[config.mk]
export PLATFORM = sky130hd
export DESIGN_NAME = mem_access_unit
export DESIGN_NICKNAME = d
export VERILOG_FILES = /design/src/rtl/mem_access_unit.sv
export SDC_FILE = /design/constraint.sdc
export NUM_CORES = 1
export LEC_CHECK = 0
export CAP_MARGIN = 20
export CORE_UTILIZATION = 40
export CTS_CLUSTER_DIAMETER = 120
export CTS_CLUSTER_SIZE = 30
export DETAILED_ROUTE_END_ITERATION = 10
export PLACE_DENSITY_LB_ADDON = 0.12
export SYNTH_ARGS = -nofsm -noshare
export SYNTH_HDL_FRONTEND = slang
export SYNTH_SLANG_ARGS = --single-unit
[constraint.sdc]
create_clock -name clk -period 3.05 [get_ports clk]
set_input_delay 0.61 -clock clk [delete_from_list [all_inputs] [get_ports clk]]
set_output_delay 0.61 -clock clk [all_outputs]
set_load 0.01 [all_outputs]
[src/rtl/mem_access_unit.sv]
// Load/store execution stage: one data-memory bus transaction per operation, followed by
// optional pointer and load-data writeback through the register file write port.
module mem_access_unit #(
    parameter int REG_WIDTH = 16,
    parameter int REG_COUNT = 8,
    parameter int WAIT_MAX  = 15,
    localparam int RA_W     = $clog2(REG_COUNT)
) (
    input  logic                 clk,
    input  logic                 rst,
    input  logic                 start,
    input  logic                 is_store,
    input  logic                 byte_op,
    input  logic [1:0]           addr_mode,
    input  logic [RA_W-1:0]      base_reg,
    input  logic [RA_W-1:0]      data_reg,
    input  logic [REG_WIDTH-1:0] base_val,
    input  logic [REG_WIDTH-1:0] store_val,
    output logic                 busy,
    output logic                 done,
    output logic                 err,
    output logic                 mem_req,
    output logic                 mem_we,
    output logic [1:0]           mem_be,
    output logic [REG_WIDTH-1:0] mem_addr,
    output logic [REG_WIDTH-1:0] mem_wdata,
    input  logic                 mem_ack,
    input  logic [REG_WIDTH-1:0] mem_rdata,
    output logic [1:0]           rf_wr_en,
    output logic [RA_W-1:0]      rf_wr_addr,
    output logic [REG_WIDTH-1:0] rf_wr_data,
    output logic [2:0]           state_dbg
);

    localparam int HALF = REG_WIDTH / 2;
    localparam int WC_W = (WAIT_MAX > 1) ? $clog2(WAIT_MAX) : 1;
    localparam logic [WC_W-1:0] WAIT_LAST = WC_W'(WAIT_MAX - 1);

    typedef enum logic [2:0] {
        S_IDLE    = 3'd0,
        S_BUS     = 3'd1,
        S_WB_PTR  = 3'd2,
        S_WB_DATA = 3'd3,
        S_DONE    = 3'd4
    } state_t;

    state_t                 state;
    logic [WC_W-1:0]        wait_cnt;
    logic                   is_store_q;
    logic                   byte_q;
    logic [1:0]             mode_q;
    logic [RA_W-1:0]        base_reg_q;
    logic [RA_W-1:0]        data_reg_q;
    logic [REG_WIDTH-1:0]   new_ptr_q;
    logic [REG_WIDTH-1:0]   load_q;

    logic [REG_WIDTH-1:0]   size;
    logic [REG_WIDTH-1:0]   ea_next;
    logic [REG_WIDTH-1:0]   ptr_next;
    logic                   misaligned;

    assign state_dbg = state;

    always_comb begin
        size     = byte_op ? REG_WIDTH'(1) : REG_WIDTH'(2);
        ea_next  = base_val;
        ptr_next = base_val;
        case (addr_mode)
            2'b01: ptr_next = base_val + size;
            2'b10: ptr_next = base_val - size;
            2'b11: begin
                ea_next  = base_val - size;
                ptr_next = base_val - size;
            end
            default: ;
        endcase
        misaligned = !byte_op && ea_next[0];
    end

    // Byte loads return the addressed lane zero-extended into the low half.
    function automatic logic [REG_WIDTH-1:0] load_fmt(input logic [REG_WIDTH-1:0] rdata,
                                                      input logic is_byte,
                                                      input logic hi_lane);
        logic [HALF-1:0] lane;
        lane = hi_lane ? rdata[REG_WIDTH-1:HALF] : rdata[HALF-1:0];
        return is_byte ? {{(REG_WIDTH-HALF){1'b0}}, lane} : rdata;
    endfunction

    always_ff @(posedge clk) begin
        if (rst) begin
            state      <= S_IDLE;
            wait_cnt   <= '0;
            is_store_q <= 1'b0;
            byte_q     <= 1'b0;
            mode_q     <= 2'b00;
            base_reg_q <= '0;
            data_reg_q <= '0;
            new_ptr_q  <= '0;
            load_q     <= '0;
            busy       <= 1'b0;
            done       <= 1'b0;
            err        <= 1'b0;
            mem_req    <= 1'b0;
            mem_we     <= 1'b0;
            mem_be     <= 2'b00;
            mem_addr   <= '0;
            mem_wdata  <= '0;
            rf_wr_en   <= 2'b00;
            rf_wr_addr <= '0;
            rf_wr_data <= '0;
        end else begin
            done       <= 1'b0;
            err        <= 1'b0;
            rf_wr_en   <= 2'b00;
            rf_wr_addr <= '0;
            rf_wr_data <= '0;
            case (state)
                S_IDLE: begin
                    if (start) begin
                        busy       <= 1'b1;
                        wait_cnt   <= '0;
                        is_store_q <= is_store;
                        byte_q     <= byte_op;
                        mode_q     <= addr_mode;
                        base_reg_q <= base_reg;
                        data_reg_q <= data_reg;
                        new_ptr_q  <= ptr_next;
                        if (misaligned) begin
                            state <= S_DONE;
                            done  <= 1'b1;
                            err   <= 1'b1;
                        end else begin
                            state     <= S_BUS;
                            mem_req   <= 1'b1;
                            mem_we    <= is_store;
                            mem_addr  <= ea_next;
                            mem_be    <= byte_op ? (ea_next[0] ? 2'b10 : 2'b01) : 2'b11;
                            mem_wdata <= byte_op ? {2{store_val[HALF-1:0]}} : store_val;
                        end
                    end
                end
                S_BUS: begin
                    if (mem_ack) begin
                        mem_req   <= 1'b0;
                        mem_we    <= 1'b0;
                        mem_be    <= 2'b00;
                        mem_addr  <= '0;
                        mem_wdata <= '0;
                        load_q    <= load_fmt(mem_rdata, byte_q, mem_addr[0]);
                        if (mode_q != 2'b00) begin
                            state      <= S_WB_PTR;
                            rf_wr_en   <= 2'b11;
                            rf_wr_addr <= base_reg_q;
                            rf_wr_data <= new_ptr_q;
                        end else if (!is_store_q) begin
                            state      <= S_WB_DATA;
                            rf_wr_en   <= byte_q ? 2'b01 : 2'b11;
                            rf_wr_addr <= data_reg_q;
                            rf_wr_data <= load_fmt(mem_rdata, byte_q, mem_addr[0]);
                        end else begin
                            state <= S_DONE;
                            done  <= 1'b1;
                        end
                    end else if (wait_cnt == WAIT_LAST) begin
                        // Abandon the bus cycle; neither pointer nor data is written back.
                        mem_req   <= 1'b0;
                        mem_we    <= 1'b0;
                        mem_be    <= 2'b00;
                        mem_addr  <= '0;
                        mem_wdata <= '0;
                        state     <= S_DONE;
                        done      <= 1'b1;
                        err       <= 1'b1;
                    end else begin
                        wait_cnt <= wait_cnt + 1'b1;
                    end
                end
                S_WB_PTR: begin
                    if (!is_store_q) begin
                        state      <= S_WB_DATA;
                        rf_wr_en   <= byte_q ? 2'b01 : 2'b11;
                        rf_wr_addr <= data_reg_q;
                        rf_wr_data <= load_q;
                    end else begin
                        state <= S_DONE;
                        done  <= 1'b1;
                    end
                end
                S_WB_DATA: begin
                    state <= S_DONE;
                    done  <= 1'b1;
                end
                S_DONE: begin
                    state <= S_IDLE;
                    busy  <= 1'b0;
                end
                default: begin
                    state <= S_IDLE;
                    busy  <= 1'b0;
                end
            endcase
        end
    end

endmodule

[After elaboration in Yosys (flattened, before gate mapping)]
Index checks and enable logic that the tools add are counted.
Word-level totals
  logic and storage cells: 114
  bits of input ports: 62
  output and inout bits: 63
  register bits: 109
Cells by class
  equality and inequality tests: 12
  $add $sub $neg: 3
  bitwise logic cells: 1
  reductions and logical operators: 13
  muxes and demuxes: 65
Operators by type and width (count)
  two-way mux 16 bit: 13
  one-hot mux 16 bit (2 select lines): 4
  two-way mux 3 bit: 9
  two-way mux 2 bit: 11
  adder 16 x 2 -> 16 bit: 1
  subtractor 16 x 2 -> 16 bit: 1
  two-way mux 1 bit: 14
  two-way mux 4 bit: 3
  one-hot mux 3 bit (4 select lines): 1
  two-way mux 8 bit: 1
  != test 2 bit, second input constant: 4
  one-hot mux 1 bit (2 select lines): 4
  one-hot mux 2 bit (2 select lines): 2
  one-hot mux 4 bit (2 select lines): 1
  AND reduction 2 bit: 4
  AND reduction 4 bit: 2
  equality test 3 x 2 -> 1 bit, second input constant: 2
  one-hot mux 3 bit (2 select lines): 1
  adder 4 x 1 -> 4 bit, second input constant: 1
  equality test 2 bit, second input constant: 2
  equality test 4 bit, second input constant: 1
  one-hot mux 1 bit (4 select lines): 1
  nonzero test 2 bit: 2
  equality test 3 x 1 -> 1 bit, second input constant: 1
  8 further kinds: 8

[Longest topological paths before layout]
Gate-level depths: netlist (run 1).
  depth after elaboration: 8
  gate-level depth with buffers: 9
  mapped depth without buffers: 9

[Least setup slack after synthesis (run 1)]
OpenSTA, ideal clock, no wires.
  kind: in2reg
  from: input byte_op
  to: register new_ptr_q[10]
  path buffers: 1
  required time: 2988 ps
  arrival time: 2448 ps
  library setup time: 62 ps
  path slack: 540 ps
  stages: 9
  cell sequence: ha_1 > inv_1 > fa_1 > or3b_1 > clkbuf_1 > nor3_1 > a32oi_1 > or4_1 > nand3_1
On the way
  longest elaborated chain between the ends: 3
  elaborated cells on any way between the ends: 4
  those cells by class: 2 x add/sub; 2 x mux
RTL lines
  start: declaration: RTL line 13  | input logic byte_op,
  two-way mux 2 bit (*): RTL line 65  | size = byte_op ? REG_WIDTH'(1) : REG_WIDTH'(2);
  subtractor 16 x 2 -> 16 bit / adder 16 x 2 -> 16 bit (equally long branches): RTL line 70, 73, 69
  one-hot mux 16 bit (2 select lines) (*): RTL line 68  | case (addr_mode)
  end signal: assignment: RTL line 127  | new_ptr_q <= ptr_next;
  end: declaration: RTL line 54  | logic [REG_WIDTH-1:0] new_ptr_q;
Every way passes the cells marked *; elsewhere a longest branch is shown, timed or not.
A chain may end at the register's enable or synchronous reset.

[Final worst setup path (run 1)]
Ends and elaborated chain as after synthesis.

==> flow_summary.ini, run 1 <==
[routing]
drtIter0Drc = 330
dr_total_vias = 4433
first_pass_iters = 6
routed_via_density = 5.271
drt_wl_total_um = 13200
post_drt_wl_per_cell_um = 15.69
drc_errors = 0
ant_nets = 0

[final_layout]
n_fill_cell = 1112
diodes = 0
drive_gt1_frac = 0.1010
postLayoutCoreUtil = 0.5573
fin_cells = 841
area_growth_pct = 35.38
final_nets = 740

[die]
die_area_um2 = 12860
io_pins = 125
die_y_um = 113.4
start_util = 0.4116
rows = 40
core-area_um2 = 12060
dieWidth_um = 113.4

[clock_tree]
cts_tree = built
cts-buffers-inserted = 9
clock-root-buffer = clkbuf_16
holdBufCountCts = 0
post_cts_buffers = 0
worstSkewPairLatency_ps = 360
clk_pin_slew_ps = 70
cts_resized = 0
clock-sinks = 109
cts_max_path_buffers = 2
cts_htree_levels = 3

[synthesis]
synth_area_leaders = dfxtp_1 44%, nand2_1 4.7%, a21oi_1 4.2%
synth_top_cell_by_area = dfxtp_1
synthFlopType = dfxtp_1
synth-edff-count = 0
synth_fp_nets = 623
synth_seq_cells = 109
seq_area_frac_synth = 0.4395
netlist_instances = 551
synth-warning-count = 0
yosysTopAreaCellShare = 0.4395
synthDistinctLibCells = 59
syn-cell-area_um2 = 4965
async_reset_ff_frac = 0
syn_avg_cell_area_um2 = 9.010

[timing]
slew_headroom = 0.3587
finClkSkew_ps = 6.830
fmax_mhz = 362.2
setup_violations = 0
finalMaxSlewViolations = 0
final.setup.worst_slack_ps = 289.2
fin_tns_setup_ps = 0
min_period_ps = 2761
tightest_slew_ps = 959.9
hold_viol = 0
fin_hold_ws_ps = 456.2
fin_crit_sh = 0.9052
rsz0062_at_grt = false

[critical_path]
critPathCaptureType = flop
critical_path.max_fanout = 3
max_stage_delay_ps = 510
critical_path_required_ps = 3350
crit_buf_inv = 2
arrival_ps = 3060
reg2reg_from = wait_cnt[0]
startpoint = byte_op
crit_type = in -> reg
crit_slowest_cell = clkdlybuf4s50_1
crit_chain = clkdlybuf4s50_1, ha_1, inv_1, fa_1, or3b_1, nor3_1, a32oi_1, or4_1, nand3_1
startpoint_type = input port
crit_family = simple AND/OR/NAND/NOR gates

[place]
numPlacedInstances = 825
port_buffers = 124
gp_congestion = 0.8616
post-place-ws_ps = -68.57
post-dp-hpwl_um = 9350

[outcome]
status = finished, final reports clean

[grt]
grt_pass1_wl_um = 21710
grt_use_total = 0.2141
grt_pass1_vias = 4306
overflow = 0
grt_start_max_net_pins = 37
antenna_found_initial = 0

[power]
p_leak_nw = 2.436
peakVddDrop_mv = 0.2817
powerDensity_nw_per_um2 = 517.9

[worst_hold_path]
hp-class = reg -> reg
hold_start = data_reg_q[2]

[flow_run]
max-cap-violations = 0
## layout by cell type (no fill, tap or decap), types with 11 or more instances in the layout
| cell | count |
|---|---|
| nor3_1 | 11 |
| a22o_1 | 23 |
| nand2_1 | 62 |
| dfxtp_1 | 109 |
| a21oi_1 | 41 |
| nor2_1 | 54 |
| buf_4 | 27 |
| xor2_1 | 13 |
| xnor2_1 | 14 |
| o2bb2ai_1 | 11 |
| o21ai_0 | 16 |
| a222oi_1 | 16 |
| nand3_1 | 14 |
| clkdlybuf4s50_1 | 123 |
## routing by layer
layer | share of wire | up-vias | global-route usage | wire length [µm]
met2 | 0.44 | 177 | 0.3186 | 5761
met1 | 0.47 | 2013 | 0.2900 | 6217
met4 | 0.023 | 0 | 0.08421 | 306
li1 | - | 2220 | - | -
met3 | 0.069 | 23 | 0.06536 | 912
met5 | 0 | - | 0 | 0
## sequential cells by signal, indices dropped and copies added, names as in the netlist, 2 cells and up
register	flops
rf_wr_data	16
data_reg_q	3
rf_wr_addr	3
new_ptr_q	16
mem_be	2
load_q	16
wait_cnt	4
rf_wr_en	2
state_dbg	3
mem_wdata	16
base_reg_q	3
mem_addr	16
mode_q	2
## synth_stat cells, types with 2 or more instances
master and number:
a211oi_1 2, a21o_1 4, a21oi_1 42, a222oi_1 16
a22o_1 23, a22oi_1 4, a311oi_1 2, and3_1 3
buf_1 2, buf_2 7, buf_4 4, buf_6 3
clkbuf_1 28, dfxtp_1 109, fa_1 2, ha_1 8
inv_1 8, mux2_2 8, mux2i_1 10, nand2_1 62
nand2b_1 4, nand3_1 14, nand3b_1 8, nand4_1 5
nand4b_1 3, nor2_1 55, nor3_1 11, nor3b_1 7
nor4_1 5, nor4b_2 2, o21ai_0 16, o22ai_1 5
o2bb2ai_1 11, o32ai_1 2, or2_2 3, or3_1 2
or4_1 2, or4_4 3, xnor2_1 14, xor2_1 13
## worst min-delay path, delay by kind of cell (launching register included)
family / cells / cell delay (ps)
AO/OA/AOI/OAI: 1 / 50
AND/OR/NAND/NOR: 1 / 50
flip-flops: 1 / 310
## area by class of cell
cell class              instances  area [µm²]  area share
repair buffers                151        1439      0.2141
multi-input cells             389        2559      0.3807
flip-flops and latches        109        2182      0.3246
inverters                       8       30.03    0.004468
clock inverters                 6       62.56    0.009308
clock buffers                  10       239.0     0.03555
well taps                     168       210.2     0.03127
## cell families (layout without fill, tap and decap cells)
group	count (synthesis)	count (layout)	synth area share
AOI/OAI and AO/OA	135	135	0.1925
adders and majority gates	10	10	0.02823
and+or+nand+nor	199	199	0.2041
buffers and inverters	53	175	0.04965
DFF	109	109	0.4395
xor gates and xnor gates	27	27	0.04763
muxes	18	18	0.03831
## where the power goes
| part | total, W | internal [W] | leakage, nW | switching [W] |
|---|---|---|---|---|
| Clock | 0.00120 | 0.000656 | 0.140 | 0.000545 |
| Combinational | 0.000667 | 0.000327 | 1.41 | 0.000341 |
| Sequential | 0.00161 | 0.00153 | 0.889 | 0.0000853 |
| Total | 0.00348 | 0.00251 | 2.44 | 0.000970 |
## stage by stage
stage | power, W | cell area (µm²)
floorplan | 0.001986 | 4965
global placement | 0.002298 | 6420
detailed placement | 0.002311 | 6420
CTS | 0.003496 | 6721
global route | 0.003649 | 6721
finish | 0.003481 | 6721
## final timing paths
path,to,slack (ps),cells after the start
min reg2reg,data_reg_q[2],460,2
max,new_ptr_q[10],290,9
max reg2reg,mem_addr[9],710,6
min,data_reg_q[2],460,2
Note: power is estimated with default switching activity, not from simulation.
==> run 2: changes to the inputs <==
CORE_MARGIN = 5   (was default)
==> run 2 against run 1 <==
Wire length increased by 3.7%. Cell count is 0.12% higher. Combinational power up 0.7%. Flip-flop and latch count unchanged. First-iteration DRC count up 25%. Final area hardly changed. Non-clock buffer count grew 2. Critical endpoint unchanged.
==> flow_summary.ini, run 2 (same netlist as run 1, synthesis figures left out) <==
[place]
post-place-ws_ps = -51.84
port_buffers = 124
placed_area_um2 = 6435
post-dp-hpwl_um = 9934
gp_congestion = 0.8578

[routing]
ant_nets = 0
routed_via_density = 5.392
first_pass_iters = 7
drtIter0Drc = 413
dr_total_vias = 4540
drt_wl_total_um = 13680
post_drt_wl_per_cell_um = 16.25
drc_errors = 0

[final_layout]
mostFrequentLayoutCell = clkdlybuf4s50_1
postLayoutCoreUtil = 0.5552
final_area_um2 = 6724
diodes = 0
n_fill_cell = 1167
final_nets = 742
drive_gt1_frac = 0.1024
most-common-layout-cells = 123 x clkdlybuf4s50_1, 109 x dfxtp_1, 62 x nand2_1
area_growth_pct = 35.43

[timing]
finClkSkew_ps = 9.631
min_period_ps = 2726
rsz0062_at_grt = false
final.setup.worst_slack_ps = 324.2
fmax_mhz = 366.9
slew_headroom = 0.3698
fin_tns_setup_ps = 0
tightest_slew_ps = 943.1
setup_violations = 0
hold_viol = 0
fin_crit_sh = 0.8937
finalMaxSlewViolations = 0

[power]
power_w = 0.003458
peakVddDrop_mv = 0.2559
powerDensity_nw_per_um2 = 514.3
p_leak_nw = 2.442

[clock_tree]
cts_max_path_buffers = 2
clock-root-buffer = clkbuf_16
clock-sinks = 109
clk_pin_slew_ps = 70
worstSkewPairLatency_ps = 360
post_cts_buffers = 0
cts-buffers-inserted = 9
cts_tree = built
cts_htree_levels = 3
holdBufCountCts = 0
cts_resized = 0

[die]
dieWidth_um = 121.4
rows = 40
die_y_um = 121.4
io_pins = 125
start_util = 0.4099
die_area_um2 = 14740
core-area_um2 = 12110

[grt]
grt_start_max_net_pins = 37
grt_pass1_wl_um = 22420
grt_use_total = 0.1885
overflow = 0
antenna_found_initial = 0
grt_pass1_vias = 4359

[critical_path]
critical_path.max_fanout = 3
arrival_ps = 3020
crit_type = in -> reg
critPathCaptureType = flop
startpoint_type = input port
critical_path_required_ps = 3350

[worst_hold_path]
hp-class = reg -> reg

[flow_run]
max-cap-violations = 0

[outcome]
status = finished, final reports clean
==> run 2: cell count changes in the layout (fill, tap and decap cells not counted) <==
cell	delta
buf_4	+2
clkbuf_8	-1
clkinvlp_4	-1
inv_6	+1
==> run 2: final timing paths <==
path	startpoint	endpoint	slack [ps]	cells after the start
setup / recovery	byte_op	new_ptr_q[10]	320	9
hold / removal	base_reg_q[2]	base_reg_q[2]	450	2
setup reg to reg	wait_cnt[0]	mem_addr[7]	720	6
hold reg to reg	base_reg_q[2]	base_reg_q[2]	450	2
==> run 2: metal layers <==
metal,wire (µm),global-route usage,vias up
met4,289,0.07213,0
met2,5847,0.2888,179
met5,0,0,-
li1,-,-,2225
met3,1062,0.05175,27
met1,6480,0.2521,2109
==> run 2: final cells by class <==
class / instances / area [µm²] / share of cell area
well taps: 168 / 210.2 / 0.03126
inverters: 8 / 30.03 / 0.004466
multi-input cells: 389 / 2559 / 0.3805
clock buffers: 9 / 225.2 / 0.03349
clock inverters: 6 / 63.81 / 0.009490
flip-flops and latches: 109 / 2182 / 0.3245
repair buffers: 153 / 1454 / 0.2162
==> run 2: critical path, cell delays in order <==
cell and delay (ps):
clkdlybuf4s50_1 510, ha_1 180, inv_1 50, fa_1 350, or3b_1 390, nor3_1 280, a32oi_1 170, or4_1 410
nand3_1 80
==> run 2: power breakdown <==
| part | internal [W] | total (W) | switching (W) |
|---|---|---|---|
| Sequential | 0.00153 | 0.00161 | 0.0000854 |
| Combinational | 0.000331 | 0.000672 | 0.000342 |
| Clock | 0.000633 | 0.00117 | 0.000540 |
==> run 2: metrics by stage <==
step	hold slack [ps]	cells
2_1_floorplan	424.9	551
3_3_place_gp	435.9	827
3_5_place_dp	440.0	827
4_1_cts	457.6	842
5_1_grt	476.8	842
6_report	453.9	842
==> run 3: changes to the inputs <==
clock period = 3.36 ns   (was 3.05 ns; I/O delays follow)
==> run 3 against run 2 <==
Total power fell by 7.1%. Cell count fell by 1.3%. Sequential power fell by 9%. First-iteration DRC count fell by 33%. Critical endpoint unchanged. Highest routed layer unchanged.
==> flow_summary.ini, run 3 (same netlist as run 1, synthesis figures left out) <==
[die]
die_area_um2 = 14740
die_y_um = 121.4
rows = 40
start_util = 0.4099
dieWidth_um = 121.4
core-area_um2 = 12110
io_pins = 125

[power]
p_int_w = 0.002333
peakVddDrop_mv = 0.2474
combPwrFrac = 0.186
clkPwrFrac = 0.359
power_switching_w = 0.0008806
p_sw_frac = 0.2741
p_leak_nw = 2.404
powerDensity_nw_per_um2 = 481.8
power_frac_seq = 0.455

[clock_tree]
clock-root-buffer = clkbuf_16
holdBufCountCts = 0
cts_htree_levels = 3
cts_resized = 0
clk_pin_slew_ps = 70
clock-sinks = 109
post_cts_buffers = 0
cts_tree = built
cts-buffers-inserted = 9
cts_max_path_buffers = 2
worstSkewPairLatency_ps = 350

[final_layout]
drive_gt1_frac = 0.08748
most-common-layout-cells = 123 x clkdlybuf4s50_1, 109 x dfxtp_1, 62 x nand2_1
final_area_um2 = 6669
area_growth_pct = 34.32
final_nets = 730
diodes = 0
n_fill_cell = 1174
mostFrequentLayoutCell = clkdlybuf4s50_1

[critical_path]
critical_path_required_ps = 3660
crit_chain = clkdlybuf4s50_1, ha_1, inv_1, fa_1, or3b_1, nor3_1, a32oi_1, or4_1, nand3_1
crit_type = in -> reg
startpoint_type = input port
critical_path.max_fanout = 5
arrival_ps = 3180
max_stage_delay_ps = 570
critPathCaptureType = flop
crit_slowest_cell = clkdlybuf4s50_1

[grt]
antenna_found_initial = 0
grt_start_max_net_pins = 37
overflow = 0
grt_pass1_vias = 4277
grt_pass1_wl_um = 21840
grt_use_total = 0.1847

[routing]
drt_wl_total_um = 13580
routed_via_density = 5.341
dr_total_vias = 4438
drtIter0Drc = 276
post_drt_wl_per_cell_um = 16.35
first_pass_iters = 6
ant_nets = 0
drc_errors = 0

[timing]
fmax_mhz = 346.9
min_period_ps = 2883
fin_hold_ws_ps = 455.8
finalMaxSlewViolations = 0
finClkSkew_ps = 8.359
tightest_slew_ps = 1007
fin_crit_sh = 0.8580
rsz0062_at_grt = false
hold_viol = 0
setup_violations = 0
slew_headroom = 0.3270
fin_tns_setup_ps = 0

[outcome]
status = finished, final reports clean

[place]
placed_area_um2 = 6345
port_buffers = 124
post-dp-hpwl_um = 9771
gp_congestion = 0.8443

[flow_run]
max-cap-violations = 0

[worst_hold_path]
hp-class = reg -> reg
## run 3: critical path: cells and delay by family
kind | cells | cell delay (ps)
simple gates | 4 | 1140
buf+inv | 2 | 630
compound gates | 1 | 170
fa+ha+maj | 2 | 560
## run 3: stage by stage
step           cells  total power, W  setup WS [ps]  utilization
2_1_floorplan    551        0.001803          788.3            -
3_3_place_gp     815        0.002080          202.9       0.5239
5_1_grt          831        0.003357          297.0       0.5506
3_5_place_dp     815        0.002093          129.1       0.5239
6_report         831        0.003213          477.2       0.5506
4_1_cts          831        0.003254          508.4       0.5506
## run 3: worst paths after layout
| kind | start | end | slack [ps] | cells after the start |
|---|---|---|---|---|
| worst max register to register | wait_cnt[0] | mem_addr[11] | 1020 | 6 |
| worst max-delay path | base_val[0] | new_ptr_q[10] | 480 | 9 |
| worst min register to register | base_reg_q[0] | base_reg_q[0] | 460 | 2 |
| worst min-delay path | base_reg_q[0] | base_reg_q[0] | 460 | 2 |
## run 3: power by group through the flow
stage	registers (W)	logic, W	clock network, W
floorplan	0.00148	0.000318	0
global placement	0.00149	0.000591	0
detailed placement	0.00149	0.000602	0
CTS	0.00146	0.000604	0.00119
global route	0.00147	0.000657	0.00123
finish	0.00146	0.000597	0.00115
## run 3: cell type report
cell class / count / area, µm² / area share
clock buffers: 9 / 225.2 / 0.03377
clock inverters: 7 / 98.84 / 0.01482
inverters: 8 / 30.03 / 0.004503
multi-input cells: 389 / 2559 / 0.3837
flip-flops and latches: 109 / 2182 / 0.3272
well taps: 168 / 210.2 / 0.03152
repair buffers: 141 / 1364 / 0.2045
## run 3: per-layer routing
metal  wire [µm]  vias up  share of wire  GRT usage
met2        5934      173           0.44     0.2839
met3        1157       14          0.085    0.05035
met5           0        -              0          0
li1            -     2191              -          -
met1        6299     2060           0.46     0.2493
met4         191        0          0.014    0.06443
